**src/rtl/cache_line_refill_ctrl.sv**
```systemverilog
// cache_line_refill_ctrl
//
// Miss handler that sits directly behind the RAM cache. On a read miss it
// fetches the four-word line holding the missed address from backing
// memory, one word per request/response pair. It then presents
// {tag, set, line} to the cache as a one-cycle fill. The CPU pipeline is
// stalled from the accept cycle through the fill cycle.
//
// Ports
//   clk            rising-edge clock
//   rst            asynchronous, active-high reset
//   miss_valid     cache reports a read miss (sampled only when idle)
//   miss_addr      missed byte address
//   miss_ready     controller idle and able to accept a miss
//   mem_req_valid  word read request to backing memory
//   mem_req_addr   word-aligned request address
//   mem_req_ready  memory accepts the request
//   mem_resp_valid read data returned (sampled only while waiting)
//   mem_resp_data  returned word
//   fill_valid     one-cycle pulse: write the fill line into the cache
//   fill_set       set index of the filled line
//   fill_tag       tag of the filled line
//   fill_line      {word3, word2, word1, word0}, word0 in the low bits
//   stall          freeze the CPU pipeline
module cache_line_refill_ctrl #(
  parameter int ADDRESS_WIDTH       = 32,
  parameter int DATA_WIDTH          = 32,
  parameter int LINE_WORDS          = 4,
  parameter int CACHE_ADDRESS_WIDTH = 4
) (
  input  logic                                         clk,
  input  logic                                         rst,
  input  logic                                         miss_valid,
  input  logic [ADDRESS_WIDTH-1:0]                     miss_addr,
  output logic                                         miss_ready,
  output logic                                         mem_req_valid,
  output logic [ADDRESS_WIDTH-1:0]                     mem_req_addr,
  input  logic                                         mem_req_ready,
  input  logic                                         mem_resp_valid,
  input  logic [DATA_WIDTH-1:0]                        mem_resp_data,
  output logic                                         fill_valid,
  output logic [CACHE_ADDRESS_WIDTH-1:0]               fill_set,
  output logic [ADDRESS_WIDTH-CACHE_ADDRESS_WIDTH-5:0] fill_tag,
  output logic [LINE_WORDS*DATA_WIDTH-1:0]             fill_line,
  output logic                                         stall
);

  localparam int CNT_W   = $clog2(LINE_WORDS);
  localparam int OFS_W   = CNT_W + 2;                      // block + byte offset
  localparam int LADDR_W = ADDRESS_WIDTH - OFS_W;          // line address width
  localparam int TAG_W   = LADDR_W - CACHE_ADDRESS_WIDTH;
  localparam int LINE_W  = LINE_WORDS * DATA_WIDTH;
  localparam logic [CNT_W-1:0] LAST_WORD = CNT_W'(LINE_WORDS - 1);

  typedef enum logic [1:0] {
    IDLE = 2'd0,
    REQ  = 2'd1,
    WAIT = 2'd2,
    FILL = 2'd3
  } state_t;

  state_t                    state_q;
  state_t                    state_d;
  logic [CNT_W-1:0]          cnt_q;
  logic [LADDR_W-1:0]        line_addr_q;
  logic [DATA_WIDTH-1:0]     word_q [LINE_WORDS];
  logic [CACHE_ADDRESS_WIDTH-1:0] fill_set_q;
  logic [TAG_W-1:0]          fill_tag_q;
  logic [LINE_W-1:0]         fill_line_q;
  logic [LINE_W-1:0]         line_next;
  logic                      accept;
  logic                      resp_take;
  logic                      last_word;

  // The line is always fetched from word 0 upward, so the low address bits of
  // the miss carry no information for the refill.
  logic unused_addr_bits;
  assign unused_addr_bits = ^miss_addr[OFS_W-1:0];

  function automatic logic [ADDRESS_WIDTH-1:0] word_addr(
    input logic [LADDR_W-1:0] line_addr,
    input logic [CNT_W-1:0]   idx
  );
    return {line_addr, idx, 2'b00};
  endfunction

  assign accept    = (state_q == IDLE) && miss_valid;
  assign resp_take = (state_q == WAIT) && mem_resp_valid;
  assign last_word = (cnt_q == LAST_WORD);

  // Line image as it will look once the word now returning is stored; lets
  // the fill register capture the complete line on the final response.
  always_comb begin
    line_next = '0;
    for (int i = 0; i < LINE_WORDS; i++) begin
      if (CNT_W'(i) == cnt_q) begin
        line_next[i*DATA_WIDTH +: DATA_WIDTH] = mem_resp_data;
      end else begin
        line_next[i*DATA_WIDTH +: DATA_WIDTH] = word_q[i];
      end
    end
  end

  // ---- state register ----
  always_ff @(posedge clk or posedge rst) begin
    if (rst) begin
      state_q <= IDLE;
    end else begin
      state_q <= state_d;
    end
  end

  // ---- next state and control outputs ----
  always_comb begin
    state_d       = state_q;
    miss_ready    = 1'b0;
    mem_req_valid = 1'b0;
    fill_valid    = 1'b0;
    stall         = 1'b0;
    case (state_q)
      IDLE: begin
        miss_ready = 1'b1;
        // Freeze the pipeline in the accept cycle itself; held off while
        // reset is asserted so the reset value of stall is 0.
        stall      = miss_valid & ~rst;
        if (miss_valid) begin
          state_d = REQ;
        end
      end
      REQ: begin
        mem_req_valid = 1'b1;
        stall         = 1'b1;
        if (mem_req_ready) begin
          state_d = WAIT;
        end
      end
      WAIT: begin
        stall = 1'b1;
        if (mem_resp_valid) begin
          state_d = last_word ? FILL : REQ;
        end
      end
      FILL: begin
        fill_valid = 1'b1;
        stall      = 1'b1;
        state_d    = IDLE;
      end
      default: begin
        state_d = IDLE;
      end
    endcase
  end

  // ---- refill datapath: latched address, word counter, line buffer ----
  always_ff @(posedge clk or posedge rst) begin
    if (rst) begin
      cnt_q       <= '0;
      line_addr_q <= '0;
      for (int i = 0; i < LINE_WORDS; i++) begin
        word_q[i] <= '0;
      end
    end else begin
      if (accept) begin
        line_addr_q <= miss_addr[ADDRESS_WIDTH-1:OFS_W];
        cnt_q       <= '0;
      end
      if (resp_take) begin
        word_q[cnt_q] <= mem_resp_data;
        if (!last_word) begin
          cnt_q <= cnt_q + 1'b1;
        end
      end
    end
  end

  // ---- fill registers: loaded on the last response, held until next fill ----
  always_ff @(posedge clk or posedge rst) begin
    if (rst) begin
      fill_set_q  <= '0;
      fill_tag_q  <= '0;
      fill_line_q <= '0;
    end else if (resp_take && last_word) begin
      fill_set_q  <= line_addr_q[CACHE_ADDRESS_WIDTH-1:0];
      fill_tag_q  <= line_addr_q[LADDR_W-1:CACHE_ADDRESS_WIDTH];
      fill_line_q <= line_next;
    end
  end

  // The request address is derived from registered state only, so it holds
  // steady for as long as the memory keeps ready low.
  assign mem_req_addr = word_addr(line_addr_q, cnt_q);
  assign fill_set     = fill_set_q;
  assign fill_tag     = fill_tag_q;
  assign fill_line    = fill_line_q;

endmodule

```
**config.mk**
```make
export PLATFORM = sky130hd
export DESIGN_NAME = cache_line_refill_ctrl
export DESIGN_NICKNAME = d
export VERILOG_FILES = /design/src/rtl/cache_line_refill_ctrl.sv
export SDC_FILE = /design/constraint.sdc
export NUM_CORES = 1
export LEC_CHECK = 0
export CAP_MARGIN = 10
export CELL_PAD_IN_SITES_DETAIL_PLACEMENT = 0
export CELL_PAD_IN_SITES_GLOBAL_PLACEMENT = 2
export CORE_UTILIZATION = 35
export DETAILED_ROUTE_END_ITERATION = 16
export GPL_ROUTABILITY_DRIVEN = 0
export GPL_TIMING_DRIVEN = 0
export HOLD_SLACK_MARGIN = 0.05
export PLACE_DENSITY = 0.84
export SETUP_SLACK_MARGIN = 0.15
export SYNTH_ARGS = -nofsm -noshare
export SYNTH_HDL_FRONTEND = slang
export SYNTH_SLANG_ARGS = --single-unit
export TNS_END_PERCENT = 50
```
**constraint.sdc**
```tcl
create_clock -name clk -period 22.2 [get_ports clk]
set_clock_uncertainty 0.15 [all_clocks]
set_input_delay 3.33 -clock clk [delete_from_list [all_inputs] [get_ports clk]]
set_output_delay 3.33 -clock clk [all_outputs]
set_load 0.05 [all_outputs]
```
Word level (Yosys, flattened, before mapping) --
Cells that the tools add are included.
Storage, ports and cells: register bits 316, input port bits 69, output and inout bits 192, word-level logic and storage cells 53
Operators by class: add/sub/neg operators 1, magnitude comparators 2, equal/unequal tests 10, multiplexer cells 19, bitwise operators 3, reduce and logical (&&, ||, !) cells 8
Operator list (count):
- $mux 32 | 5
- $bwmux 128 | 1
- $demux 32 s2 | 1
- $mux 2 | 7
- $pmux 2 s4 | 1
- $eq 2x2->1 const B | 3
- $ne 2x2->1 const B | 3
- $eq 2x2->1 const A | 2
- $logic_and 1x1->1 | 4
- $logic_not 2->1 | 2
- $ge 3x3->1 const B | 1
- $lt 3x1->1 const B | 1
- $mux 1 | 3
- $not 2->3 | 1
- $reduce_and 3->1 | 1
- $reduce_or 3->1 | 1
- $add 2x1->2 const B | 1
- $eq 1x2->1 const A | 1
- $eq 2x1->1 const B | 1
- $pmux 1 s2 | 1
- $and 1x1->1 | 1
- $not 1->1 | 1

Logic depth before layout (Yosys ltp) --
Gate-level depths: netlist of the first run.
depth after elaboration 6, depth in mapped cells 7, gate-level depth less buffers 5

Worst setup path before layout of the first run --
OpenSTA, ideal clock, no wires.
path type input to output, from input port miss_valid, to output port stall, arrival time 4.488 ns, required time 18.720 ns, slack 14.232 ns, cell stages on the path 2, buffers on the path 0, path through inv_1 -> o21ai_0
Between the ends: longest elaborated chain between the ends 2
RTL lines:
- start, declared | line 33 | input logic miss_valid,
- $and 1x1->1 | line 125 | stall = miss_valid & ~rst;
- $pmux 1 s2 | line 120 | case (state_q)
- end, declared | line 45 | output logic stall
No other way between the ends.

Final worst setup path of the first run --
Ends and elaborated chain as after synthesis.

==> run metrics, run 1 <==
initial antenna violation count 1; Post-CTS Setup Bufs 0; DRT iter0 DRCs 346; DR WL/cell 18.0 µm; Num CTS Buffers 31; power per cell area 118 mW/mm²; GR Util met3 0.0532; Slew headroom 0.551; Finished Layout Cells 1,728; placed insts 1,671; via count 8,084; Syn Area/Cell 12.0 µm²; Cell variety after synth 26; utilization after layout 0.485; HPWL after DPL 21,600 µm; worst path arrival time 4.97 ns; first-pass GRT wire length 48,300 µm; TNS Setup 0 ns; share of layout cells above drive strength 1 0.172; Starting Density 0.357; DRC viols 0; CTS tree yes; clk buf depth 3; status complete, no violations; fmax 0.118 GHz; row count 66; flop-to-flop setup slack 19.87 ns; Final Setup Violations 0; Synth top cells by count dfrtp_1, nand2_1, mux2_2, o21ai_0, mux2i_1; sequential area share after synthesis 0.611; critical path depth in cells 4; CP Max Fanout 3; combinational power share 0.343; H-Tree Level Count 1; post-cts hold buffer count 0; fillcell total 3,016; Syn-to-layout area delta 36.0%; most numerous cell in the Yosys netlist dfrtp_1; Routed Antenna Nets 0; Netlist Area Pre-Place 0.0116 mm²; pin count of the biggest net entering global routing 130; CP Capture Type primary output; CP Launch Type input port; slowest stage delay, CP 0.83 ns; M1 GR Usage 0.255; switch share 0.355; clock sinks 284; unrepaired setup endpoints after global routing false; Setup CP Type input port to primary output; hold endpoint fill_line[106]; Tot GR Track Use 0.186; router iterations before antenna repair 4; Synth top area share 0.611; later-pin clock latency in the skew report 0.55 ns; Peak VDD IR 0.0887 mV; Via density 4.68; switching power 665 µW; Lkg Pwr 7.34 nW; CTS clk-pin slew, worst paths 0.06 ns; Slew Viols, Final 0; Clock Tree Root clkbuf_16; GR peak layer met2; RR Startpoint cnt_q[0]; post_cts resized 0; critical path's top delay family buffers and inverters; CP Cell Sequence clkdlybuf4s50_1 -> inv_1 -> o21ai_0 -> clkdlybuf4s50_1; die area 0.0340 mm²; most used cell, CP clkdlybuf4s50_1; Post-Route WL 31,200 µm; Final min period 8.45 ns; synth top area cells dfrtp_1, mux2_2, nand2_1; Reg2Reg Capture Point fill_line[2]; R2R cell count 5; Yosys warning count 0; IO Pins 261; worst hold path type flip-flop to flip-flop; met2 usage 0.292; grt total ovfl 0; Post-synth EDFFs 0; beginning of the worst hold path fill_line[106]; Yosys top cell by area dfrtp_1; Hold Path Depth 2; Final Hold Fails 0; Synth Instances 972; Die Ht 184 µm; fin nets 1,335; vias in the first global route 8,260; Yosys reg bits 284; dominant synthesized flop cell dfrtp_1; Clock Power Share 0.275; core region area 0.0326 mm²; Slew @ Worst Pin 0.673 ns; CP max stage cell clkdlybuf4s50_1; period utilization 0.380; Flop pwr share 0.381; fraction of registers with async set/reset 1.00; PortBufs 254; Max Cap Viol 0; Die Wd 184 µm; Internal 1.21 mW; CP required 18.72 ns; CP bufs+invs 3
==> stage by stage <==
step | setup slack [ns] | power (mW) | hold WS (ns) | area [µm²]
2_1_floorplan | 10.88 | 1.16 | 0.314 | 11600
6_report | 13.75 | 1.87 | 0.321 | 15800
5_1_grt | 13.68 | 1.96 | 0.341 | 15800
3_3_place_gp | 6.79 | 1.36 | 0.306 | 14700
3_5_place_dp | 13.77 | 1.37 | 0.311 | 14800
4_1_cts | 13.75 | 1.89 | 0.327 | 15800
==> routing by layer <==
metal / wire length, µm / part of all wire
met1: 14100 / 0.45
met2: 14100 / 0.45
met5: 0 / 0
met4: 529 / 0.017
met3: 2490 / 0.080
==> power by group through the flow <==
stage               logic (mW)  clock network, mW  registers, mW
floorplan                0.235                  0          0.922
finish                   0.643              0.516          0.715
global placement         0.641                  0          0.719
detailed placement       0.648                  0          0.724
global route             0.683              0.551          0.731
CTS                      0.651              0.528          0.715
==> kinds of logic after synthesis <==
logic type	count (synthesis)	share of synthesized area
multiplexers	221	0.204
AO/OA/AOI/OAI	104	0.0459
buffers and inverters	67	0.0353
AND/OR/NAND/NOR	291	0.0999
flip-flops	284	0.611
other	1	0.000322
adder cells (fa/ha/maj)	4	0.00430
==> area by class of cell <==
type / count / area, µm² / share of cell area
inverter: 4 / 22.5 / 0.00142
clock inverter: 7 / 87.6 / 0.00554
tap: 442 / 553 / 0.0350
buffer: 63 / 395 / 0.0250
clock buffer: 49 / 933 / 0.0590
sequential: 284 / 7110 / 0.449
timing repair buffer: 256 / 2600 / 0.164
multi-input combinational: 622 / 4120 / 0.261
antenna: 1 / 2.50 / 0.000158
==> how the worst max path moves through the flow <==
stage,end,from,slack [ns]
floorplan,cnt_q[0],rst,10.88
global placement,fill_line[113],rst,6.79
detailed placement,stall,miss_valid,13.77
CTS,stall,miss_valid,13.75
global route,stall,miss_valid,13.68
finish,stall,miss_valid,13.75
==> tightest hold or removal path: stages, from the launching register on <==
cell     delay, ns
dfrtp_1       0.34
nand2_1       0.05
nand2_1       0.05
==> registers in the layout, summed over array words and instances, names as in the netlist <==
register,flops
cnt_q,2
fill_line,128
fill_set,4
fill_tag,24
line_addr_q,28
state_q,2
word_q,96
==> cells in the final DEF (no fill, tap or decap), types with 14 or more instances in the layout <==
cell / count
dfrtp_1: 284
nand2_1: 277
clkdlybuf4s50_1: 254
mux2_2: 112
o21ai_0: 99
mux2i_1: 96
buf_2: 31
clkbuf_16: 31
clkbuf_1: 18
buf_4: 14
No activity file was read; power rests on OpenSTA's default activity.
==> inputs of run 2 (changes only) <==
- CORE_UTILIZATION: 35 -> 29
- PLACE_DENSITY: 0.84 -> 0.75
- clock period: 22.2 -> 7.4 ns (I/O delays scaled with it)
==> run metrics, run 2 (synthesis results as in run 1) <==
initial antenna violation count 0 (-1); unrepaired setup endpoints after global routing false; CP Capture Type primary output; CP bufs+invs 3 (unchanged); worst hold path type flip-flop to flip-flop; commonest non-fill, non-tap cell in the layout dfrtp_1; CP max stage cell clkdlybuf4s50_1; Peak VDD IR 0.249 mV (+180%); Tot GR Track Use 0.168 (-0.0183); power per cell area 363 mW/mm² (+210%); share of layout cells above drive strength 1 0.184 (+0.0121); router iterations before antenna repair 4 (unchanged); vias in the first global route 8,472 (+2.6%); post-cts hold buffer count 0 (unchanged); Die Ht 202 µm (+9.8%); CP Launch Type input port; Slew Viols, Final 0 (unchanged); Syn-to-layout area delta 39.5%; hold endpoint fill_line[106]; critical path's top delay family buffers and inverters; Clock Power Share 0.306 (+0.031); max FFs per register 128 (unchanged); Post-CTS Setup Bufs 0 (unchanged); Final Setup Violations 0 (unchanged); final worst-path setup slack 3.36 ns (-10.39 ns); combinational power share 0.330 (-0.013); later-pin clock latency in the skew report 0.53 ns (-0.02 ns); most used cell, CP clkdlybuf4s50_1; utilization after layout 0.410 (-0.0755); fillcell total 3,884 (+29%); Hold Path Depth 2 (unchanged); first-pass GRT wire length 51,900 µm (+7.3%); Slew headroom 0.544 (-0.00763); Via density 4.47 (-4.5%); CP required 6.14 ns (-12.58 ns); CP Cell Sequence clkdlybuf4s50_1 -> inv_1 -> o21ai_0 -> clkdlybuf4s50_1; R2R cell count 5 (unchanged); Internal 3.82 mW (+220%); grt total ovfl 0 (unchanged); CTS clk-pin slew, worst paths 0.05 ns (about the same); fmax 0.248 GHz; DR WL/cell 18.7 µm (+3.5%); switching power 2.08 mW (+210%); HPWL after DPL 23,700 µm (+9.4%); pin count of the biggest net entering global routing 42 (-68%); H-Tree Level Count 2 (+1); CTS tree yes; PortBufs 254 (unchanged); CP Max Fanout 3 (unchanged); antenna cells 0 (-1); clk buf depth 3 (unchanged); via count 8,142 (+0.72%); switch share 0.352 (-0.00320); IO Pins 261 (unchanged); dpl ws 3.36 ns (-10.41 ns); beginning of the worst hold path fill_line[106]; post_cts resized 0 (unchanged); Num CTS Buffers 35 (+13%); Post-Route WL 34,000 µm (+9.2%); Slew @ Worst Pin 0.684 ns (+0.0114 ns); period utilization 0.546; Reg2Reg Capture Point fill_line[9]; most frequent cells in the layout dfrtp_1, nand2_1, clkdlybuf4s50_1; Setup CP Type input port to primary output; fin nets 1,345 (+0.75%); slowest stage delay, CP 0.85 ns (+0.02 ns); core region area 0.0396 mm² (+22%); Hold WS 0.321 ns (-0.000478 ns); Final Hold Fails 0 (unchanged); Max Cap Viol 0 (unchanged); Routed Antenna Nets 0 (unchanged); Lkg Pwr 7.49 nW (+2.1%); Die Wd 202 µm (+9.8%); DRT iter0 DRCs 199 (-42%); worst path arrival time 2.78 ns (-2.19 ns); DRC viols 0 (unchanged); status complete, no violations; flop-to-flop setup slack 5.01 ns (-14.86 ns); clock sinks 284 (unchanged); Final min period 4.04 ns; Flop pwr share 0.364 (-0.017); die area 0.0409 mm² (+20%); Clock Tree Root clkbuf_16; Starting Density 0.294 (-0.0632); RR Startpoint cnt_q[0]; row count 73 (+11%)
[run 2: per-layer routing]
metal / routed length (µm) / part of all wire / up-vias / GRT usage
li1: - / - / 3872 / -
met1: 15400 / 0.45 / 4003 / 0.219
met2: 15400 / 0.45 / 219 / 0.263
met3: 2520 / 0.074 / 48 / 0.0543
met4: 701 / 0.021 / 0 / 0.0534
met5: 0 / 0 / - / 0
[run 2: worst reg2reg max path, cell delays in order, from the launching register on]
cell	delay, ns
dfrtp_1	0.45
ha_1	0.27
nand4b_1	0.37
buf_2	0.31
clkbuf_1	0.51
o21ai_0	0.19
[run 2: worst max-delay path by stage]
| stage | start | end | slack [ns] | cells past startpoint |
|---|---|---|---|---|
| 5_1_grt | miss_valid | stall | 3.24 | 4 |
| 4_1_cts | miss_valid | stall | 3.33 | 4 |
| 3_5_place_dp | miss_valid | stall | 3.36 | 4 |
| 3_3_place_gp | rst | fill_line[16] | -0.05 | 2 |
| 2_1_floorplan | rst | cnt_q[0] | 2.38 | 1 |
| 6_report | miss_valid | stall | 3.36 | 4 |
[run 2: cell type report]
| cell class | count | area [µm²] | share of cell area |
|---|---|---|---|
| Multi-Input combinational cell | 622 | 4120 | 0.254 |
| Clock buffer | 52 | 1080 | 0.0666 |
| Clock inverter | 11 | 149 | 0.00917 |
| Buffer | 63 | 395 | 0.0244 |
| Timing Repair Buffer | 262 | 2700 | 0.166 |
| Tap cell | 525 | 657 | 0.0405 |
| Inverter | 4 | 18.8 | 0.00116 |
| Sequential cell | 284 | 7110 | 0.438 |
[run 2: metrics by stage]
step / area (µm²) / cells / power [mW] / TNS [ns]
after floorplan: 11600 / 973 / 3.47 / 0
after global placement: 14800 / 1752 / 4.11 / -6.72
after detailed placement: 15000 / 1760 / 4.14 / 0
after CTS: 16200 / 1823 / 5.99 / 0
after global routing: 16200 / 1823 / 6.19 / 0
final: 16200 / 1823 / 5.90 / 0
[run 2: power groups by stage]
stage               Sequential [mW]  Combinational [mW]  Clock [mW]
floorplan                      2.77               0.706           0
global placement               2.16                1.94           0
detailed placement             2.17                1.97           0
CTS                            2.15                1.97        1.87
global route                   2.20                2.07        1.92
finish                         2.15                1.95        1.81
==> inputs of run 3 (changes only) <==
- clock period: 7.4 -> 3.37 ns (I/O delays scaled with it)
==> results of run 3 <==
The final DEF is identical to that of run 2. Status: complete, no violations.
Among the figures that moved: setup slack after placement 3.36 ns -> 0.534 ns; setup slack after layout 3.36 ns -> 0.440 ns; hold slack 0.321 ns -> 0.168 ns; start point of the critical path miss_valid -> state_q[1]; register-to-register setup slack 5.01 ns -> 0.98 ns; total power 5.90 mW -> 13.0 mW; worst IR drop on VDD 0.249 mV -> 0.546 mV
